`config.mk`:
```
export PLATFORM = sky130hd
export DESIGN_NAME = poly_tone_gen
export DESIGN_NICKNAME = d
export VERILOG_FILES = /design/src/rtl/poly_tone_gen.sv
export SDC_FILE = /design/constraint.sdc
export NUM_CORES = 2
export LEC_CHECK = 0
export BUFFER_PORTS_ARGS = -buffer_cell sky130_fd_sc_hd__buf_2
export CAP_MARGIN = 20
export CORE_MARGIN = 1
export CORE_UTILIZATION = 45
export CTS_CLUSTER_SIZE = 24
export DETAILED_ROUTE_END_ITERATION = 7
export MAX_ROUTING_LAYER = met4
export PLACE_DENSITY = 0.64
export SLEW_MARGIN = 20
export SYNTH_ARGS = -nofsm -noshare
export SYNTH_HDL_FRONTEND = slang
export SYNTH_SLANG_ARGS = --single-unit
```
`constraint.sdc`:
```
create_clock -name clock -period 7.7 [get_ports clock]
set_input_delay 0.77 -clock clock [delete_from_list [all_inputs] [get_ports clock]]
set_output_delay 0.77 -clock clock [all_outputs]
set_load 0.005 [all_outputs]
```
`src/rtl/poly_tone_gen.sv`:
```
// Polyphonic tone generator: per-voice phase accumulators and linear envelopes feed a
// two-stage multiply/mix pipeline whose saturated sum is strobed out at the sample rate.
module poly_tone_gen #(
    parameter int unsigned NUM_VOICES = 8,
    parameter int unsigned PHASE_W    = 32,
    parameter int unsigned SAMPLE_W   = 32,
    parameter int unsigned GAIN_SHIFT = 4,
    parameter int unsigned ENV_DIV    = 196,
    parameter int unsigned SAMPLE_DIV = 1042
) (
    input  logic                            clock,
    input  logic                            reset,
    input  logic [NUM_VOICES*PHASE_W-1:0]   freq_words,
    input  logic [NUM_VOICES-1:0]           gates,
    input  logic [1:0]                      wave_sel,
    output logic [SAMPLE_W-1:0]             sample_out,
    output logic                            sample_valid,
    output logic [NUM_VOICES-1:0]           voice_active
);

    localparam int unsigned EnvCntW = (ENV_DIV > 1) ? $clog2(ENV_DIV) : 1;
    localparam int unsigned SmpCntW = (SAMPLE_DIV > 1) ? $clog2(SAMPLE_DIV) : 1;
    localparam int unsigned ProdW   = 24;
    localparam int unsigned SumW    = ProdW + $clog2(NUM_VOICES) + 1 + GAIN_SHIFT;
    localparam int unsigned WideW   = ((SumW > SAMPLE_W) ? SumW : SAMPLE_W) + 1;

    localparam logic [EnvCntW-1:0] EnvLast = EnvCntW'(ENV_DIV - 1);
    localparam logic [SmpCntW-1:0] SmpLast = SmpCntW'(SAMPLE_DIV - 1);

    localparam logic signed [WideW-1:0] SatMax =
        {{(WideW - SAMPLE_W + 1){1'b0}}, {(SAMPLE_W - 1){1'b1}}};
    localparam logic signed [WideW-1:0] SatMin = ~SatMax;

    localparam logic [1:0] WaveSquare = 2'b00;
    localparam logic [1:0] WaveSaw    = 2'b01;
    localparam logic [1:0] WaveTri    = 2'b10;

    logic [PHASE_W-1:0]      phase_q [NUM_VOICES];
    logic [PHASE_W-1:0]      phase_d [NUM_VOICES];
    logic [7:0]              env_q   [NUM_VOICES];
    logic [7:0]              env_d   [NUM_VOICES];
    logic signed [ProdW-1:0] prod_q  [NUM_VOICES];
    logic signed [ProdW-1:0] prod_d  [NUM_VOICES];

    logic signed [SAMPLE_W-1:0] mix_q, mix_d;
    logic [EnvCntW-1:0]         env_cnt_q, env_cnt_d;
    logic [SmpCntW-1:0]         smp_cnt_q, smp_cnt_d;
    logic [SAMPLE_W-1:0]        sample_out_q, sample_out_d;
    logic                       sample_valid_q, sample_valid_d;
    logic [NUM_VOICES-1:0]      voice_active_q, voice_active_d;

    logic                       env_tick;
    logic                       smp_wrap;
    logic signed [WideW-1:0]    sum_w;
    logic signed [WideW-1:0]    shifted_w;

    // top holds phase[PHASE_W-1 -: 17]: msb followed by the 16-bit u field.
    function automatic logic signed [15:0] wave_value(input logic [16:0] top,
                                                      input logic [1:0]  sel);
        logic [15:0]        u;
        logic signed [15:0] w;
        u = top[15:0];
        w = '0;
        case (sel)
            WaveSquare: w = top[16] ? 16'sh8001 : 16'sh7FFF;
            WaveSaw:    w = {~top[16], top[15:1]};
            WaveTri:    w = top[16] ? (16'h7FFF - u) : (u - 16'h8000);
            default:    w = '0;
        endcase
        return w;
    endfunction

    function automatic logic signed [ProdW-1:0] scale(input logic signed [15:0] w,
                                                      input logic [7:0]         env);
        logic signed [ProdW-1:0] a;
        logic signed [ProdW-1:0] b;
        a = {{(ProdW - 16){w[15]}}, w};
        b = {{(ProdW - 8){1'b0}}, env};
        return a * b;
    endfunction

    always_comb begin
        env_tick  = (env_cnt_q == EnvLast);
        env_cnt_d = env_tick ? '0 : env_cnt_q + 1'b1;
        smp_wrap  = (smp_cnt_q == SmpLast);
        smp_cnt_d = smp_wrap ? '0 : smp_cnt_q + 1'b1;
    end

    always_comb begin
        for (int v = 0; v < NUM_VOICES; v++) begin
            // A silent, ungated voice parks at phase 0 so the next note starts coherently.
            if (!gates[v] && (env_q[v] == 8'd0)) begin
                phase_d[v] = '0;
            end else begin
                phase_d[v] = phase_q[v] + freq_words[v*PHASE_W +: PHASE_W];
            end

            env_d[v] = env_q[v];
            if (env_tick) begin
                if (gates[v]) begin
                    if (env_q[v] != 8'hFF) env_d[v] = env_q[v] + 8'd1;
                end else if (env_q[v] != 8'd0) begin
                    env_d[v] = env_q[v] - 8'd1;
                end
            end

            voice_active_d[v] = (env_d[v] != 8'd0);
            prod_d[v] = scale(wave_value(phase_q[v][PHASE_W-1 -: 17], wave_sel), env_q[v]);
        end
    end

    always_comb begin
        sum_w = '0;
        for (int v = 0; v < NUM_VOICES; v++) begin
            sum_w = sum_w + {{(WideW - ProdW){prod_q[v][ProdW-1]}}, prod_q[v]};
        end
        // WideW leaves headroom for the shift, so the clamp sees the exact value.
        shifted_w = sum_w <<< GAIN_SHIFT;
        if (shifted_w > SatMax) begin
            mix_d = SatMax[SAMPLE_W-1:0];
        end else if (shifted_w < SatMin) begin
            mix_d = SatMin[SAMPLE_W-1:0];
        end else begin
            mix_d = shifted_w[SAMPLE_W-1:0];
        end
    end

    always_comb begin
        sample_valid_d = smp_wrap;
        sample_out_d   = smp_wrap ? mix_q : sample_out_q;
    end

    always_ff @(posedge clock) begin
        if (reset) begin
            for (int v = 0; v < NUM_VOICES; v++) begin
                phase_q[v] <= '0;
                env_q[v]   <= '0;
                prod_q[v]  <= '0;
            end
            mix_q          <= '0;
            env_cnt_q      <= '0;
            smp_cnt_q      <= '0;
            sample_out_q   <= '0;
            sample_valid_q <= 1'b0;
            voice_active_q <= '0;
        end else begin
            for (int v = 0; v < NUM_VOICES; v++) begin
                phase_q[v] <= phase_d[v];
                env_q[v]   <= env_d[v];
                prod_q[v]  <= prod_d[v];
            end
            mix_q          <= mix_d;
            env_cnt_q      <= env_cnt_d;
            smp_cnt_q      <= smp_cnt_d;
            sample_out_q   <= sample_out_d;
            sample_valid_q <= sample_valid_d;
            voice_active_q <= voice_active_d;
        end
    end

    assign sample_out   = sample_out_q;
    assign sample_valid = sample_valid_q;
    assign voice_active = voice_active_q;

endmodule

```
---- Yosys cells after proc, flatten, opt, wreduce, memory -nomap -nowiden ----
Memories as Yosys holds them, arrays and structs flattened.
Index checks and enable logic that the tools add are counted.
word-level totals
  RAM bits ................................ 512
  memories kept ........................... 3
  logic and storage cells ................. 250
  flip-flop bits (word level) ............. 92
  output and inout port bits .............. 41
  input port bits ......................... 268
operators by class
  $add $sub $neg .......................... 49
  equal/unequal tests ..................... 12
  multiply operators ...................... 8
  reduce and logical (&&, ||, !) cells .... 44
  mux-type cells .......................... 93
  order comparisons ....................... 2
  bitwise logic cells ..................... 32
memory list
  name     words  bits a word  read ports  clocked after Yosys merged registers in  wr ports  RTL line  text
  phase_q  8      32           8           0                                        8         38        logic [PHASE_W-1:0] phase_q [NUM_VOICES];
  prod_q   8      24           8           0                                        8         42        logic signed [ProdW-1:0] prod_q [NUM_VOICES];
  env_q    8      8            8           0                                        8         40        logic [7:0] env_q [NUM_VOICES];
operator list
  operator                  count
  $mux W32                  17
  $pmux W16 S3              8
  $mux W8                   40
  $add A32 B32 Y32          8
  $mux W16                  16
  $mul A16 B9 Y24           8
  $mux W24                  8
  $reduce_bool A8 Y1        16
  $sub A15 B16 Y16 const A  8
  $sub A16 B16 Y16 const B  8
  $add A8 B1 Y8 const B     9
  $logic_not A8 Y1          8
  $ne A8 B8 Y1 const B      8
  $sub A8 B1 Y8 const B     8
  $add A29 B24 Y29          2
  $gt A33 B32 Y1 const B    1
  $lt A33 B32 Y1 const B    1
  $mux W31                  1
  $add A28 B24 Y29          1
  $add A27 B24 Y28          1
  $add A26 B24 Y27          1
  $add A25 B24 Y26          1
  $add A24 B24 Y25          1
  $or A1 B1 Y1              24
  other kinds (11)          36

---- Longest topological paths before layout ----
An unclocked memory read counts as a cell.
  word-level depth ........................ 11
  gate-level depth with buffers ........... 26
  gate-level depth less buffers ........... 24

---- Worst setup path after synthesis ----
No wires, ideal clock.
  kind .................................... input to register
  start point ............................. input wave_sel[1]
  end point ............................... memory prod_q[4][22] (netlist: prod_q[1][22])
  setup time .............................. 0.123 ns
  path buffers ............................ 3
  setup slack ............................. 1.266 ns
  required time ........................... 7.577 ns
  data arrival time ....................... 6.310 ns
  stages on the path ...................... 25
  cell sequence ........................... clkbuf_1 nor2_1 clkbuf_1 clkbuf_1 nand2_1 o21ai_1 nand2_1 fa_1 inv_1 ha_1 ha_1 inv_1 fa_1 inv_1 ha_1 fa_1 a21o_1 a21o_1 a2111oi_2 nor3_1 o31ai_4 o211ai_1 a21oi_1 o21ai_1 mux2_1
RTL lines
  what                RTL line  text
  start: declaration  15        input logic [1:0] wave_sel,
  end: declaration    42

==> results_dict.tcl <==
set metrics [dict create \
    cts_made_buffers 79 \
    grt_max_degree 126 \
    grt_pass1_wl_um 334000 \
    core_sq_um 167000 \
    htree_num_levels 3 \
    yosysUniqueCellTypes 106 \
    synth_nets 11100 \
    path_class "primary input to flip-flop" \
    drt-total-wl_um 208000 \
    die_area_sq_um 170000 \
    seq_area_sq_um 12000 \
    cts_max_path_buffers 3 \
    drc 0 \
    finalMaxSlewViolations 0 \
    run_status "completed" \
    path_clk_slew_ns 0.06 \
    peakVddDrop_v 0.000165 \
    track_usage 0.253 \
    gp_congestion 0.954 \
    holdWs_ns 0.391 \
    antenna_found_initial 28 \
    port_buffers 308 \
    path_buf_inv 5 \
    worstMarginPinSlew_ns 1.09 \
    insertion_delay_ns 0.71 \
    crit_path_cell_trace "buf_4 > buf_4 > nand2b_1 > xnor2_1 > o21ai_0 > nand2_1 > fa_1 > inv_1 > ha_1 > ha_1 > inv_1 > fa_1 > inv_1 > ha_1 > fa_1 > a21o_1 > a21oi_1 > o21bai_1 > a2111oi_2 > o41ai_1 > a21o_1 > a21o_1 > a21oi_1 > mux2_2" \
    fillers 16200 \
    avgRoutedWirePerCell_um 17.8 \
    powerDensity_nw_per_um2 112 \
    max_stage_delay_ns 0.63 \
    critPathLaunchType "primary input" \
    syn_inst 9214 \
    cts_hold_buf 0 \
    routed_via_density 5.32 \
    finish.utilization 0.492 \
    synth_top_cell_area_share 0.253 \
    finalClockSkew_ns 0.0252 \
    endpoint_kind "flip-flop" \
    rr_endpoint "prod_q[0][68]" \
    ys_seq_area_frac 0.158 \
    min_period_over_period 0.853 \
    hold_viol 0 \
    place_area_sq_um 79500 \
    synth_ff_type "dfxtp_1" \
    reg2regPathDepth 21 \
    fin_area_sq_um 82200 \
    worst_slew_margin_rel 0.273 \
    maxCapViolCount 0 \
    syn_area_per_cell_sq_um 8.21 \
    layout-drive-gt1-share 0.0648 \
    io_pins 309 \
    max_freq_mhz 152 \
    synth.largest_area_cell "fa_1" \
    fin_tns_setup_ns 0 \
    synth_warnings 0 \
    clkSinkCount 598 \
    finalNonFillerCells 11700 \
    cp-startpoint "wave_sel[1]" \
    syn_to_final_growth_pct 8.59 \
    p_leak_uw 0.0407 \
    finalSetupViolCount 0 \
    ys_seq_elements 598 \
    r2r-start "phase_q[0][95]" \
    cts_tree "built" \
    postCtsSetupBuffers 0 \
    cts_resized 0 \
    rows 150 \
    hold_class "primary input to flip-flop" \
    arrival_ns 7.16 \
    dr_total_vias 62000 \
    critPathRequiredTime_ns 8.28 \
    rrSetupSlack_ns 1.15 \
    synth.area.top_cells "fa_1, dfxtp_1, ha_1" \
    synth_area_sq_um 75700 \
    multi_input_area_sq_um 56400 \
    rsz0062_at_grt "no" \
    die_x_um 412 \
    dp_hpwl_um 170000 \
    hold_path_end "phase_q[0][0]" \
    gr-total-overflow 0 \
    period_needed_ns 6.57 \
    start_util 0.453 \
    async_flop_share 0 \
    dp.cells 11500 \
    drt-initial-drc-count 4207 \
    holdPathStages 3 \
    hp-start "freq_words[0]" \
    nets 11300 \
    firstDrtPassIters 6 \
    cp_max_fo 41 \
    cts-root-buf "clkbuf_16" \
    slowest_stage "o21ai_0" \
    cpLargestDelayFamily "compound AO/OA/AOI/OAI gates" \
    synth_edf_count 0 \
    die_h_um 412 \
    grt_pass1_vias 61100 \
    ant_nets 0 \
]
[per-stage QoR]
stage	power (uW)	setup WS, ns
2_1_floorplan	4780	1.27
3_3_place_gp	5350	0.655
3_5_place_dp	5390	0.547
4_1_cts	9280	1.23
5_1_grt	9650	0.761
6_report	9200	1.13
[Yosys cell counts, drive strengths merged (73+ instances only)]
| cell | number |
|---|---|
| o21ai | 403 |
| xor2 | 160 |
| xnor2 | 337 |
| nor2b | 144 |
| clkbuf | 277 |
| nand3 | 148 |
| nor3 | 180 |
| dfxtp | 598 |
| nor2 | 645 |
| a21o | 162 |
| fa | 956 |
| o21a | 80 |
| and2 | 444 |
| nand2 | 1006 |
| a21oi | 413 |
| inv | 1620 |
| nand2b | 174 |
| ha | 680 |
| and3 | 73 |
[power by group]
part           internal [uW]  switching (uW)  total (uW)
clock                   2270            1570        3850
combinational            788            1200        1990
sequential              3220             141        3360
total                   6280            2920        9200
[layer usage]
| layer | global-route usage | vias to the layer above | part of all wire |
|---|---|---|---|
| li1 | - | 29800 | - |
| met1 | 0.357 | 30400 | 0.47 |
| met2 | 0.384 | 1694 | 0.44 |
| met5 | - | - | 0 |
| met3 | 0.0379 | 206 | 0.065 |
| met4 | 0.0540 | 0 | 0.019 |
[worst max path at each step]
stage | endpoint | slack, ns | depth (start not counted)
after detailed placement | prod_q[0][68] | 0.55 | 24
final | prod_q[0][68] | 1.13 | 24
after global routing | prod_q[0][68] | 0.76 | 21
after CTS | prod_q[0][68] | 1.23 | 21
after global placement | prod_q[0][68] | 0.65 | 24
after floorplan | prod_q[1][22] | 1.27 | 25
[cell families after synthesis]
| logic type | Yosys count | share of synthesized area |
|---|---|---|
| buffers and inverters | 1937 | 0.0969 |
| muxes | 25 | 0.00344 |
| AOI/OAI and AO/OA | 1497 | 0.127 |
| adders and majority gates | 1636 | 0.365 |
| xor gates and xnor gates | 497 | 0.0575 |
| and+or+nand+nor | 3024 | 0.192 |
| DFF | 598 | 0.158 |
[tightest hold or removal path, stage by stage]
cell and delay (ns):
buf_2 0.08, ha_1 0.11, and2_1 0.11
[state kept, by name (all words and copies together), names as in the netlist]
signal / flops
voice_active: 8
phase_q: 256
prod_q: 192
env_q: 64
smp_cnt_q: 11
mix_q: 29
env_cnt_q: 8
sample_valid: 1
sample_out: 29
[layout by cell type, fill, tap and decap left out, types with 305 or more instances in the layout]
| master | n |
|---|---|
| buf_2 | 305 |
| inv_1 | 1618 |
| nor2_1 | 644 |
| dfxtp_1 | 598 |
| and2_1 | 444 |
| ha_1 | 680 |
| nand2_1 | 1005 |
| xnor2_1 | 337 |
| fa_1 | 956 |
| a21oi_1 | 412 |
[cell type report]
class | count | share of cell area
repair buffers | 392 | 0.0272
diodes | 31 | 0.000944
well taps | 2204 | 0.0336
multi-input cells | 6679 | 0.686
clock buffers | 109 | 0.0273
clock inverters | 31 | 0.00481
inverters | 1621 | 0.0740
flip-flops and latches | 598 | 0.146
No activity file was read; power rests on OpenSTA's default activity.
